$ cat src/rtl/instr_sequencer.sv
`default_nettype none
// ============================================================================
// Module   : instr_sequencer
// Function : Multi-cycle fetch/decode/read/execute/write control FSM for the
//            16-bit-instruction datapath.
// Revision : 1.0 - initial release
// ============================================================================
module instr_sequencer #(
    parameter int PC_W  = 4,
    parameter int IW    = 16,
    parameter int RA_W  = 4,
    parameter int CNT_W = 16
) (
    input  logic             clk,
    input  logic             rst_n,
    input  logic             start,
    input  logic             halt_req,
    output logic [PC_W-1:0]  imem_addr,
    output logic             imem_rd,
    input  logic [IW-1:0]    imem_rdata,
    input  logic             imem_valid,
    output logic [RA_W-1:0]  rf_raddr1,
    output logic [RA_W-1:0]  rf_raddr2,
    output logic             rf_rd,
    output logic [RA_W-1:0]  rf_waddr,
    output logic             rf_we,
    output logic [3:0]       alu_op,
    output logic             alu_start,
    input  logic             alu_done,
    output logic             busy,
    output logic             halted,
    output logic [CNT_W-1:0] retired
);

    localparam logic [3:0] c_OP_NOP  = 4'h0;
    localparam logic [3:0] c_OP_HALT = 4'hF;

    typedef enum logic [2:0] {
        S_IDLE   = 3'd0,
        S_FETCH  = 3'd1,
        S_DECODE = 3'd2,
        S_READ   = 3'd3,
        S_EXEC   = 3'd4,
        S_WRITE  = 3'd5,
        S_HALT   = 3'd6
    } state_t;

    state_t          r_state;
    logic [PC_W-1:0] r_pc;
    logic [IW-1:0]   r_ir;
    logic [3:0]      r_op;
    logic [3:0]      r_rdst;
    logic            r_halt_pend;

    // Outputs are registered alongside the state transition so each control
    // line is high exactly while the FSM sits in its owning state.
    always_ff @(posedge clk or negedge rst_n) begin
        if (!rst_n) begin
            r_state     <= S_IDLE;
            r_pc        <= '0;
            r_ir        <= '0;
            r_op        <= '0;
            r_rdst      <= '0;
            r_halt_pend <= 1'b0;
            imem_addr   <= '0;
            imem_rd     <= 1'b0;
            rf_raddr1   <= '0;
            rf_raddr2   <= '0;
            rf_rd       <= 1'b0;
            rf_waddr    <= '0;
            rf_we       <= 1'b0;
            alu_op      <= '0;
            alu_start   <= 1'b0;
            busy        <= 1'b0;
            halted      <= 1'b0;
            retired     <= '0;
        end else begin
            if (halt_req && (r_state != S_IDLE) && (r_state != S_HALT))
                r_halt_pend <= 1'b1;

            case (r_state)
                S_IDLE: begin
                    if (start) begin
                        r_state   <= S_FETCH;
                        imem_rd   <= 1'b1;
                        imem_addr <= r_pc;
                        busy      <= 1'b1;
                    end
                end
                S_FETCH: begin
                    if (imem_valid) begin
                        r_ir    <= imem_rdata;
                        r_pc    <= r_pc + PC_W'(1);
                        imem_rd <= 1'b0;
                        r_state <= S_DECODE;
                    end
                end
                S_DECODE: begin
                    r_op   <= r_ir[15:12];
                    r_rdst <= r_ir[3:0];
                    if (r_ir[15:12] == c_OP_HALT) begin
                        r_state     <= S_HALT;
                        halted      <= 1'b1;
                        // Stopping here already honours any pending halt request.
                        r_halt_pend <= 1'b0;
                    end else begin
                        r_state   <= S_READ;
                        rf_rd     <= 1'b1;
                        rf_raddr1 <= RA_W'(r_ir[7:4]);
                        rf_raddr2 <= RA_W'(r_ir[11:8]);
                    end
                end
                S_READ: begin
                    rf_rd     <= 1'b0;
                    alu_start <= 1'b1;
                    alu_op    <= r_op;
                    r_state   <= S_EXEC;
                end
                S_EXEC: begin
                    if (alu_done) begin
                        alu_start <= 1'b0;
                        rf_we     <= (r_op != c_OP_NOP);
                        rf_waddr  <= RA_W'(r_rdst);
                        r_state   <= S_WRITE;
                    end
                end
                S_WRITE: begin
                    rf_we       <= 1'b0;
                    r_halt_pend <= 1'b0;
                    if (retired != {CNT_W{1'b1}})
                        retired <= retired + CNT_W'(1);
                    if (r_halt_pend || halt_req) begin
                        r_state <= S_IDLE;
                        busy    <= 1'b0;
                    end else begin
                        r_state   <= S_FETCH;
                        imem_rd   <= 1'b1;
                        imem_addr <= r_pc;
                    end
                end
                S_HALT: begin
                    if (start) begin
                        halted    <= 1'b0;
                        r_state   <= S_FETCH;
                        imem_rd   <= 1'b1;
                        imem_addr <= r_pc;
                    end
                end
                default: begin
                    r_state   <= S_IDLE;
                    imem_rd   <= 1'b0;
                    rf_rd     <= 1'b0;
                    rf_we     <= 1'b0;
                    alu_start <= 1'b0;
                    busy      <= 1'b0;
                    halted    <= 1'b0;
                end
            endcase
        end
    end

endmodule
`default_nettype wire

$ cat config.mk
export PLATFORM = sky130hd
export DESIGN_NAME = instr_sequencer
export DESIGN_NICKNAME = d
export VERILOG_FILES = /design/src/rtl/instr_sequencer.sv
export SDC_FILE = /design/constraint.sdc
export NUM_CORES = 1
export LEC_CHECK = 0
export ABC_CLOCK_PERIOD_IN_PS = 2470
export BUFFER_PORTS_ARGS = -buffer_cell sky130_fd_sc_hd__buf_2
export CAP_MARGIN = 15
export CELL_PAD_IN_SITES_DETAIL_PLACEMENT = 1
export CELL_PAD_IN_SITES_GLOBAL_PLACEMENT = 1
export CORE_MARGIN = 2
export CORE_UTILIZATION = 43
export DETAILED_ROUTE_END_ITERATION = 8
export HOLD_SLACK_MARGIN = 0.1
export PLACE_DENSITY = 0.9
export SLEW_MARGIN = 20
export SYNTH_ARGS = -nofsm -noshare
export SYNTH_HDL_FRONTEND = slang
export SYNTH_SLANG_ARGS = --single-unit
$ cat constraint.sdc
create_clock -name clk -period 2.47 [get_ports clk]
set_input_delay 0.494 -clock clk [delete_from_list [all_inputs] [get_ports clk]]
set_output_delay 0.494 -clock clk [all_outputs]
set_load 0.03 [all_outputs]
; ---- Word level (Yosys, flattened, before mapping)
; Index checks and enable logic that the tools add are counted.
; Widths: inputs -> output; s select.
[totals]
inputBits = 22
output_inout_bits = 42
ff_bits = 74
word_cells = 98
[op_classes]
muxes = 27
n_reduce_logical = 26
n_addsub = 2
n_eq_ne = 18
bitwise_logic = 7
[ops]
columns = op, count
row1 = $reduce_or 5->1, 5
row2 = $pmux 3 s6, 1
row3 = $add 16x1->16 const B, 1
row4 = $ne 16x16->1 const B, 1
row5 = $ne 2x2->1 const B, 8
row6 = $reduce_and 2->1, 7
row7 = $mux 1, 12
row8 = $mux 3, 4
row9 = $reduce_and 3->1, 4
row10 = $eq 3x3->1 const B, 3
row11 = $pmux 1 s3, 3
row12 = $mux 4, 2
row13 = $pmux 4 s2, 1
row14 = $not 1->1, 7
row15 = $eq 3x2->1 const B, 2
row16 = $pmux 1 s2, 3
row17 = $add 4x1->4 const B, 1
row18 = $eq 4x4->1 const B, 1
row19 = $pmux 1 s4, 1
row20 = $reduce_and 4->1, 1
row21 = $reduce_bool 4->1, 1
row22 = $eq 3x1->1 const B, 1
row23 = $logic_not 3->1, 1
row24 = $ne 3x3->1 const B, 1
row25 = 7 further kinds, 8

; ---- Depth between registers and ports, before layout
; Gate-level depths: netlist of the first run.
[logic_depth]
ltp_word = 6
ltp_mapped = 6
mapped_depth_nobuf = 5

; ---- Worst setup path before layout of the first run
; OpenSTA, ideal clock, no wires.
[synth_timing]
kind = register to register
startpoint = register retired[0]
endpoint = register retired[1]
arrival_time_ps = 1905
required_time_ps = 2345
synth_period_minus_slack_ps = 2030
n_path_buf = 0
slack_ps = 440
setup_time_ps = 125
stages_incl_launch_ff = 6
path_cell_list = dfrtp_1 ha_1 and4_1 or4b_4 and2_4 mux2_4
[synth_between]
elab_chain_cells = 2
elab_cells_between_ends = 3
cone_classes = 1 x add/sub / 1 x eq/ne / 1 x reduce/logical
[synth_rtl]
columns = element, line_no
row1 = from (decl), 32  ; output logic [CNT_W-1:0] retired
row2 = from (signal assigned), 131  ; retired <= retired + CNT_W'(1);
row3 = branches (longest 2 deep; another with $add 16x1->16), -
; Several ways; the timed one is not identified.
; A chain may end at the register's enable or synchronous reset.

; ---- Worst setup path in the final report of the first run
[layout_timing]
startpoint = register r_state[1]
endpoint = register retired[14]
[layout_between]
elab_chain_cells = 2
[layout_rtl]
columns = element, line_no
row1 = from (decl), 48  ; state_t r_state;
row2 = from (signal assigned), 59  ; r_state <= S_IDLE;
row3 = from (signal assigned), 84  ; r_state <= S_FETCH;
row4 = from (signal assigned), 95  ; r_state <= S_DECODE;
row5 = $eq 3x3->1, 81  ; case (r_state)
row6 = $reduce_and 2->1 (no source line), -
; No other way between the ends.

==> results of run 1 <==
kinds of logic after synthesis:
logic type      count (synthesis)  share of synthesized area (%)
buf+inv                        14                          1.783
fa+ha+maj                       2                         0.7751
flops                          74                          57.36
compound gates                 37                          7.016
xor+xnor                       13                          3.527
mux                            48                          16.86
simple gates                   70                          12.67
cell type report:
type                            instances  share of cell area [%]
Multi-Input combinational cell        170                   34.15
Sequential cell                        74                   47.77
Tap cell                               99                   3.196
Clock buffer                           12                   3.744
Inverter                                4                  0.3873
Clock inverter                          4                   1.323
Timing Repair Buffer                   68                   9.425
worst max-delay path: cells and delay by family, from the launching register on:
kind,cells,cell delay (ns)
flops,1,0.60
xor+xnor,1,0.16
simple gates,3,1.21
cell usage in the layout (no fill, tap or decap), drive strengths merged, types with 3 or more instances in the layout:
cell    netlist  final
clkbuf        4     12
nand4         9      9
dfrtp        74     74
nor4          4      4
mux2         48     48
inv           4      4
xnor2        11     11
nand2        17     17
buf           6     68
nor2         12     12
nor3b         3      3
and4          4      4
a21oi        12     12
a31oi         3      3
nand2b        3      3
and3          3      3
o21ai        10     10
nand3         4      4
sequential cells by signal (all words and copies together), names as in the netlist:
register	flops
rf_raddr2	4
r_pc	4
r_rdst	4
imem_rd	1
rf_rd	1
rf_raddr1	4
alu_op	4
rf_we	1
r_op	4
alu_start	1
r_halt_pend	1
halted	1
imem_addr	4
busy	1
rf_waddr	4
r_ir	16
retired	16
r_state	3
path summary, 6_finish.rpt:
kind                          startpoint     endpoint  slack, ns  cells past startpoint
setup / recovery              r_state[1]  retired[14]       0.37                      4
hold / removal                     rst_n         busy       0.17                      2
setup reg to reg              r_state[1]  retired[14]       0.37                      4
hold reg to reg                  r_pc[3]      r_pc[3]       0.47                      1
max in group asynchronous          rst_n   r_state[0]       1.98                      2
min in group clk           imem_rdata[4]      r_ir[4]       0.37                      2
through the flow:
step	utilization, %	hold slack [ns]	instance area, um2
2_1_floorplan	-	0.1984	3228
3_3_place_gp	50.73	0.4587	3680
3_5_place_dp	50.73	0.4718	3680
4_1_cts	53.44	0.1788	3876
5_1_grt	53.44	0.1771	3876
6_report	53.44	0.1674	3876
power breakdown:
part	switching [mW]	internal (mW)	total [mW]
Clock	0.442	0.495	0.937
Combinational	1.09	0.852	1.94
Sequential	0.414	1.72	2.13
Total	1.95	3.07	5.02
per-layer routing:
metal / part of all wire (%) / track usage [%] / vias to the layer above
met5: 0 / 0 / -
met4: 0.91 / 4.231 / 0
met3: 5.4 / 6.511 / 8
met2: 51 / 32.84 / 49
met1: 42 / 22.46 / 1156
li1: - / - / 1075
==> results.tsv, run 1 <==
stage	metric	value	unit
yosys	ys_types	46	
clock_network	cts_resized	0	
setup_path	cp_cell_sequence	nand3b_1, nor4_1, nand4_1, xnor2_1	
clock_network	path_clk_slew	0.07	ns
worst_hold_path	hold_path_class	input pin to async pin	
timing	worst_pin_slew	0.7137	ns
die	initial_utilization	44.51	%
yosys	synth_area_per_cell	12.51	um2
clock_network	cts_root_buf	clkbuf_8	
timing	setup_viol	0	
clock_network	htreeDepth	3	
clock_network	worstSkewPairLatency	0.35	ns
drt	drt-total-wl	7.182	mm
setup_path	max_stage_delay	0.68	ns
yosys	synthesis.area	3228	um2
timing	clock_skew	0.007718	ns
drt	first_pass_iters	4	
layout	drive_gt1_share	42.77	%
placed_design	io_buffers	63	
drt	num_vias	2288	
clock_network	clockBufferDepth	2	
drt	wl_per_cell	16.66	um
layout	final_cells	431	
setup_path	crit_path_end_kind	flop	
drt	drc	0	
grt	antenna_found_initial	0	
setup_path	crit_path_max_fanout	21	
die	core_area	7253	um2
layout	regArea	1852	um2
pwr	p_leak	1.773	nW
clock_network	cts_setup_buffers	0	
timing	finalCritPeriodShare	85.06	%
clock_network	cts_buffers	9	
timing	final.setup.tns	0	ns
pwr	total_power	5.016	mW
clock_network	cts.sinks	74	
setup_path	cpMaxStageDelayCell	nor4_1	
timing	max_freq	0.4760	GHz
drt	vias_per_cell	5.309	
timing	rsz0062_at_grt	no	
die	dieArea	8217	um2
yosys	synth_edf_count	0	
clock_network	ctsHoldBuffers	0	
pwr	vdd_drop_max	0.6824	mV
yosys	synth_seq_area_share	57.36	%
die	ios	64	
yosys	ys.flop_type	dfrtp_1	
setup_path	crit_required	2.70	ns
timing	fin_crit	2.101	ns
die	die_height	90.65	um
timing	slew_violations	0	
die	chipWidth	90.65	um
layout	syn2layout_area_growth	20.08	%
yosys	ys_async_sr_fraction	100.0	%
layout	nets	351	
placed_design	dp_cells	415	
grt	grt_usage	18.83	%
yosys	synth_cells	258	
timing	layout_setup_ws	0.3690	ns
layout	nFillCells	803	
die	rows	31	
setup_path	path_class	flop to flop	
yosys	synth_commonest_cells	dfrtp_1, mux2_2, nand2_1	
setup_path	setup.worst_path.start_class	flop	
drt	postRouteAntennaNets	0	
timing	finalHoldViolCount	0	
placed_design	post-dp-hpwl	5.108	mm
grt	grt-ovfl-total	0	
yosys	synth_fp_nets	282	
yosys	synthTopCellsByArea	dfrtp_1, mux2_2, xnor2_1	
pwr	power_density	1294	nW/um2
job	drv_cap	0	
yosys	synth_top_cell_by_area	dfrtp_1	
grt	first_global_vias	2401	
placed_design	dp_worst_setup_slack	0.4003	ns
yosys	ys_ff_latch	74	
drt	drt-initial-drc-count	97	
clock_network	tritoncts	yes	
timing	max_slew_margin	51.98	%
grt	grt_max_degree	75	
layout	insertedDiodeCount	0	
grt	grt_pass1_wl	12.10	mm
status	status	finished, final reports clean	
yosys	yosysTopAreaCellShare	57.36	%
yosys	yosys_warnings	0	
placed_design	gp_congestion	0.8427	
yosys	yosysMostFrequentCell	dfrtp_1	
layout	multiInputGateArea	1324	um2
setup_path	cp.arrival	2.33	ns
Power figures use the tool's default switching activity.
==> inputs of run 2 (changes only) <==
- ABC_CLOCK_PERIOD_IN_PS: 2470 -> 2600
- BUFFER_PORTS_ARGS: -buffer_cell sky130_fd_sc_hd__buf_2 -> -buffer_cell sky130_fd_sc_hd__buf_4
- CORE_UTILIZATION: 43 -> 47
- PLACE_DENSITY: 0.9 -> 0.95
- clock period: 2.47 -> 2.6 ns (I/O delays scaled with it)
==> run 2 against run 1 <==
Effect of this change:
- register-to-register slack better by 0.15 ns
- final area rose by 3.1%
- non-clock buffer count shrank 1
- clock skew about the same
- worst setup slack gained 0.15 ns
- die area down 8.1%
- utilization increased by 6.0 points
- combinational power rose by 4%
==> results.tsv, run 2 (synthesis results as in run 1) <==
stage	metric	value	unit
setup_path	crit_required	2.83	ns
die	dieArea	7547	um2
die	ios	64	
pwr	power_density	1237	nW/um2
drt	wl_per_cell	17.62	um
timing	setup_viol	0	
timing	layout_setup_ws	0.5170	ns
grt	grt_pass1_wl	11.89	mm
grt	grt-ovfl-total	0	
pwr	p_switching	1.916	mW
pwr	pwr-share-clk	18.3	%
layout	largestRegisters	r_ir x16, retired x16	
layout	final_util	59.46	%
pwr	vdd_drop_max	0.7286	mV
timing	worst_pin_slew	0.9361	ns
setup_path	cp.arrival	2.31	ns
pwr	p_leak	1.804	nW
placed_design	dp_worst_setup_slack	0.5196	ns
placed_design	post-dp-hpwl	5.211	mm
timing	rsz0062_at_grt	no	
die	die_height	86.88	um
drt	drt-initial-drc-count	116	
setup_path	setup.worst_path.start_class	flop	
drt	first_pass_iters	4	
drt	num_vias	2311	
grt	grt_max_degree	75	
layout	layout_common_cells	dfrtp_1, buf_4, mux2_2	
clock_network	cts_buffers	9	
layout	drive_gt1_share	43.20	%
placed_design	dp_cells	395	
drt	vias_per_cell	5.623	
placed_design	io_buffers	63	
timing	max_freq	0.4801	GHz
placed_design	gp_congestion	0.7783	
timing	finalCritPeriodShare	80.11	%
timing	slew_violations	0	
layout	final_area	3995	um2
timing	finalHoldViolCount	0	
timing	fin_crit	2.083	ns
pwr	comb_power_share	40.8	%
grt	first_global_vias	2422	
clock_network	cts_setup_buffers	0	
die	chipWidth	86.88	um
clock_network	cts_resized	0	
clock_network	worstSkewPairLatency	0.34	ns
grt	grt_usage	20.48	%
drt	drt-total-wl	7.243	mm
setup_path	crit_path_max_fanout	21	
drt	postRouteAntennaNets	0	
job	drv_cap	0	
clock_network	cts.sinks	74	
clock_network	clockBufferDepth	2	
pwr	swShare	38.77	%
setup_path	crit_path_end_kind	flop	
timing	final.setup.tns	0	ns
layout	final_cells	411	
setup_path	path_class	flop to flop	
worst_hold_path	hold_path_class	input pin to async pin	
timing	max_slew_margin	37.59	%
clock_network	tritoncts	yes	
clock_network	cts_root_buf	clkbuf_8	
layout	final_common_cell	dfrtp_1	
clock_network	path_clk_slew	0.08	ns
placed_design	place_area	3794	um2
clock_network	htreeDepth	3	
grt	antenna_found_initial	0	
pwr	p_int	3.025	mW
die	initial_utilization	48.04	%
status	status	finished, final reports clean	
drt	drc	0	
clock_network	ctsHoldBuffers	0	
layout	nets	350	
die	core_area	6719	um2
timing	clock_skew	0.007649	ns
layout	insertedDiodeCount	0	
pwr	pwr-share-seq	41.0	%
die	rows	30	
layout	syn2layout_area_growth	23.76	%
-- run 2: power by group through the flow --
stage | registers (mW) | logic, mW | clock network [mW]
6_report | 2.02 | 2.01 | 0.902
5_1_grt | 2.09 | 2.16 | 0.977
4_1_cts | 2.03 | 2.04 | 0.924
3_5_place_dp | 2.05 | 2.03 | 0
3_3_place_gp | 2.00 | 1.94 | 0
2_1_floorplan | 2.35 | 0.982 | 0
-- run 2: final timing paths --
kind	startpoint	to	slack (ns)	depth (start not counted)
max	r_state[1]	retired[13]	0.52	4
min	rst_n	retired[2]	0.30	1
max reg2reg	r_state[1]	retired[13]	0.52	4
min reg2reg	r_pc[3]	r_pc[3]	0.48	1
max in group asynchronous	rst_n	rf_raddr2[2]	1.68	1
min in group clk	imem_rdata[7]	r_ir[7]	0.40	2
-- run 2: cell type report --
class	instances	area (um2)
fill	700	2724
sequential	74	1852
multi-input combinational	170	1324
timing repair buffer	67	503.0
clock buffer	9	123.9
tap	80	100.1
clock inverter	7	77.57
inverter	4	15.01
-- run 2: metal layers --
| metal | GRT usage, % | share of wire, % | vias up |
|---|---|---|---|
| li1 | - | - | 1068 |
| met3 | 5.592 | 5.0 | 9 |
| met5 | 0 | 0 | - |
| met2 | 34.07 | 50 | 60 |
| met1 | 25.84 | 44 | 1174 |
| met4 | 6.960 | 1.3 | 0 |
-- run 2: critical path, stage by stage, from the launching register on --
cell and delay (ns):
dfrtp_1 0.61, nand3b_1 0.32, nor4b_1 0.67, nand4_1 0.20, xnor2_1 0.16
-- run 2: per-stage QoR --
step	hold WS [ns]	total power, mW
after CTS	0.3384	4.995
after global routing	0.3671	5.232
after detailed placement	0.4703	4.084
after global placement	0.4600	3.938
final	0.2964	4.941
after floorplan	0.2244	3.329
==> inputs of run 3 (changes only) <==
- ABC_AREA: not set -> 1
- ABC_CLOCK_PERIOD_IN_PS: 2600 -> 2000
- CORE_UTILIZATION: 47 -> 42
- PLACE_DENSITY: 0.95 -> 0.92
- clock period: 2.6 -> 2 ns (I/O delays scaled with it)
==> run 3 against run 2 <==
Effect of this change:
- synthesized area up 10%
- critical endpoint is now r_pc[3]
- critical path depth unchanged
- via count up 28%
- register-to-register slack worse by 0.18 ns
- largest cell class unchanged
- synthesized cell count up 59%
- non-clock buffer count up 1
- combinational power up 29%
- clock skew up 0.0081 ns
==> results.tsv, run 3 <==
stage	metric	value	unit
pwr	power_density	1435	nW/um2
placed_design	post-dp-hpwl	6.355	mm
die	ios	64	
yosys	yosysMostFrequentCell	nand2_1	
timing	whs	0.2778	ns
clock_network	cts_resized	0	
pwr	comb_power_share	42.2	%
worst_hold_path	hold_path_class	input pin to flop	
drt	wl_per_cell	14.78	um
drt	postRouteAntennaNets	0	
setup_path	path_class	flop to flop	
layout	nFillCells	997	
pwr	vdd_drop_max	0.7646	mV
timing	worst_pin_slew	0.5207	ns
layout	drive_gt1_share	24.84	%
layout	regArea	1852	um2
yosys	synth_edf_count	0	
grt	grt_max_degree	65	
die	die_height	96.14	um
grt	grt_usage	20.76	%
yosys	yosysTopAreaCellShare	51.93	%
timing	setup_viol	0	
yosys	ys_ff_latch	74	
drt	drc	0	
pwr	swShare	44.11	%
pwr	pwr-share-seq	40.0	%
grt	grt-ovfl-total	0	
setup_path	crit_required	2.28	ns
setup_path	cp.arrival	1.94	ns
clock_network	htreeDepth	3	
pwr	p_leak	2.165	nW
clock_network	cts_root_buf	clkbuf_8	
pwr	p_int	3.447	mW
drt	vias_per_cell	5.029	
layout	multiInputGateArea	1444	um2
layout	insertedDiodeCount	0	
yosys	synthTopCellsByArea	dfrtp_1, nand2_1, nand3_1	
die	initial_utilization	43.40	%
timing	rsz0062_at_grt	no	
drt	num_vias	2957	
yosys	synth_seq_area_share	51.93	%
timing	max_freq	0.6031	GHz
timing	finalHoldViolCount	0	
timing	slew_violations	0	
timing	max_slew_margin	65.16	%
layout	nets	502	
drt	first_pass_iters	4	
die	rows	33	
yosys	yosys_warnings	0	
placed_design	gp_congestion	0.8079	
drt	drt-total-wl	8.692	mm
yosys	synth_cells	411	
pwr	p_switching	2.721	mW
placed_design	io_buffers	63	
yosys	ys_async_sr_fraction	100.0	%
layout	final_util	52.29	%
layout	layout_common_cells	nand2_1, dfrtp_1, buf_4	
pwr	pwr-share-clk	17.8	%
yosys	synth_area_per_cell	8.676	um2
timing	final.setup.tns	0	ns
drt	drt-initial-drc-count	152	
clock_network	worstSkewPairLatency	0.36	ns
layout	syn2layout_area_growth	20.49	%
status	status	finished, final reports clean	
clock_network	clockBufferDepth	2	
yosys	synthesis.area	3566	um2
yosys	synth_top_cell_by_area	dfrtp_1	
clock_network	cts.sinks	74	
clock_network	path_clk_slew	0.09	ns
job	drv_cap	0	
clock_network	tritoncts	yes	
layout	largestRegisters	r_ir x16, retired x16	
grt	antenna_found_initial	0	
grt	grt_pass1_wl	14.72	mm
yosys	ys_types	33	
timing	finalCritPeriodShare	82.91	%
die	dieArea	9243	um2
yosys	synth_fp_nets	435	
grt	first_global_vias	3163	
yosys	ys.flop_type	dfrtp_1	
yosys	synth_commonest_cells	nand2_1, dfrtp_1, nand3_1	
setup_path	crit_path_end_kind	flop	
timing	fin_crit	1.658	ns
setup_path	crit_path_max_fanout	27	
setup_path	setup.worst_path.start_class	flop	
timing	clock_skew	0.01572	ns
die	core_area	8217	um2
die	chipWidth	96.14	um
layout	final_common_cell	nand2_1	
clock_network	cts_buffers	9	
[run 3: timing repair]
| item | CTS | global route |
|---|---|---|
| setup buffers | 0 | 0 |
| endpoints found under the hold margin | 10 | 0 |
| hold buffers | 1 | 0 |
[run 3: cell type report]
cell class | count | share of cell area, %
multi-input cells | 286 | 33.61
clock inverters | 6 | 1.107
well taps | 105 | 3.058
clock buffers | 10 | 3.203
flip-flops and latches | 74 | 43.10
repair buffers | 68 | 12.23
inverters | 39 | 3.698
[run 3: worst paths after layout]
path,from,to,slack (ns),cells past startpoint
worst max-delay path,r_state[1],r_pc[3],0.34,4
worst min-delay path,imem_rdata[0],r_ir[0],0.28,3
worst max register to register,r_state[1],r_pc[3],0.34,4
worst min register to register,r_pc[3],r_pc[3],0.47,1
max in group asynchronous,rst_n,retired[15],1.01,3
min in group asynchronous,rst_n,retired[10],0.41,2
[run 3: cell families after synthesis]
kind of cell    share of synthesized area (%)
fa+ha+maj                              0.7016
buf+inv                                 7.579
xor+xnor                                2.702
simple gates                            29.68
flops                                   51.93
compound gates                          7.404
[run 3: power groups by stage]
stage	Sequential, mW	Combinational [mW]	Clock (mW)
after floorplan	2.88	1.41	0
final	2.47	2.60	1.10
after global placement	2.46	2.50	0
after CTS	2.47	2.64	1.12
after detailed placement	2.48	2.62	0
after global routing	2.55	2.89	1.19
[run 3: metal layers]
layer / global-route usage (%) / part of all wire [%] / up-vias
li1: - / - / 1434
met1: 24.34 / 42 / 1454
met2: 38.02 / 53 / 59
met3: 3.681 / 3.9 / 10
met4: 6.905 / 1.3 / 0
met5: 0 / 0 / -
[run 3: critical path, stage by stage, from the launching register on]
cell	delay [ns]
dfrtp_1	0.54
nor3_4	0.27
nand2_2	0.34
nor2_1	0.26
xor2_1	0.18
[run 3: stage by stage]
step,std cells,cell area (um2),total power [mW],setup WS (ns)
floorplan,411,3566,4.287,0.3240
global placement,571,4101,4.954,0.4294
detailed placement,571,4101,5.102,0.3504
CTS,588,4297,6.234,0.3327
global route,588,4297,6.622,0.1977
finish,588,4297,6.168,0.3419
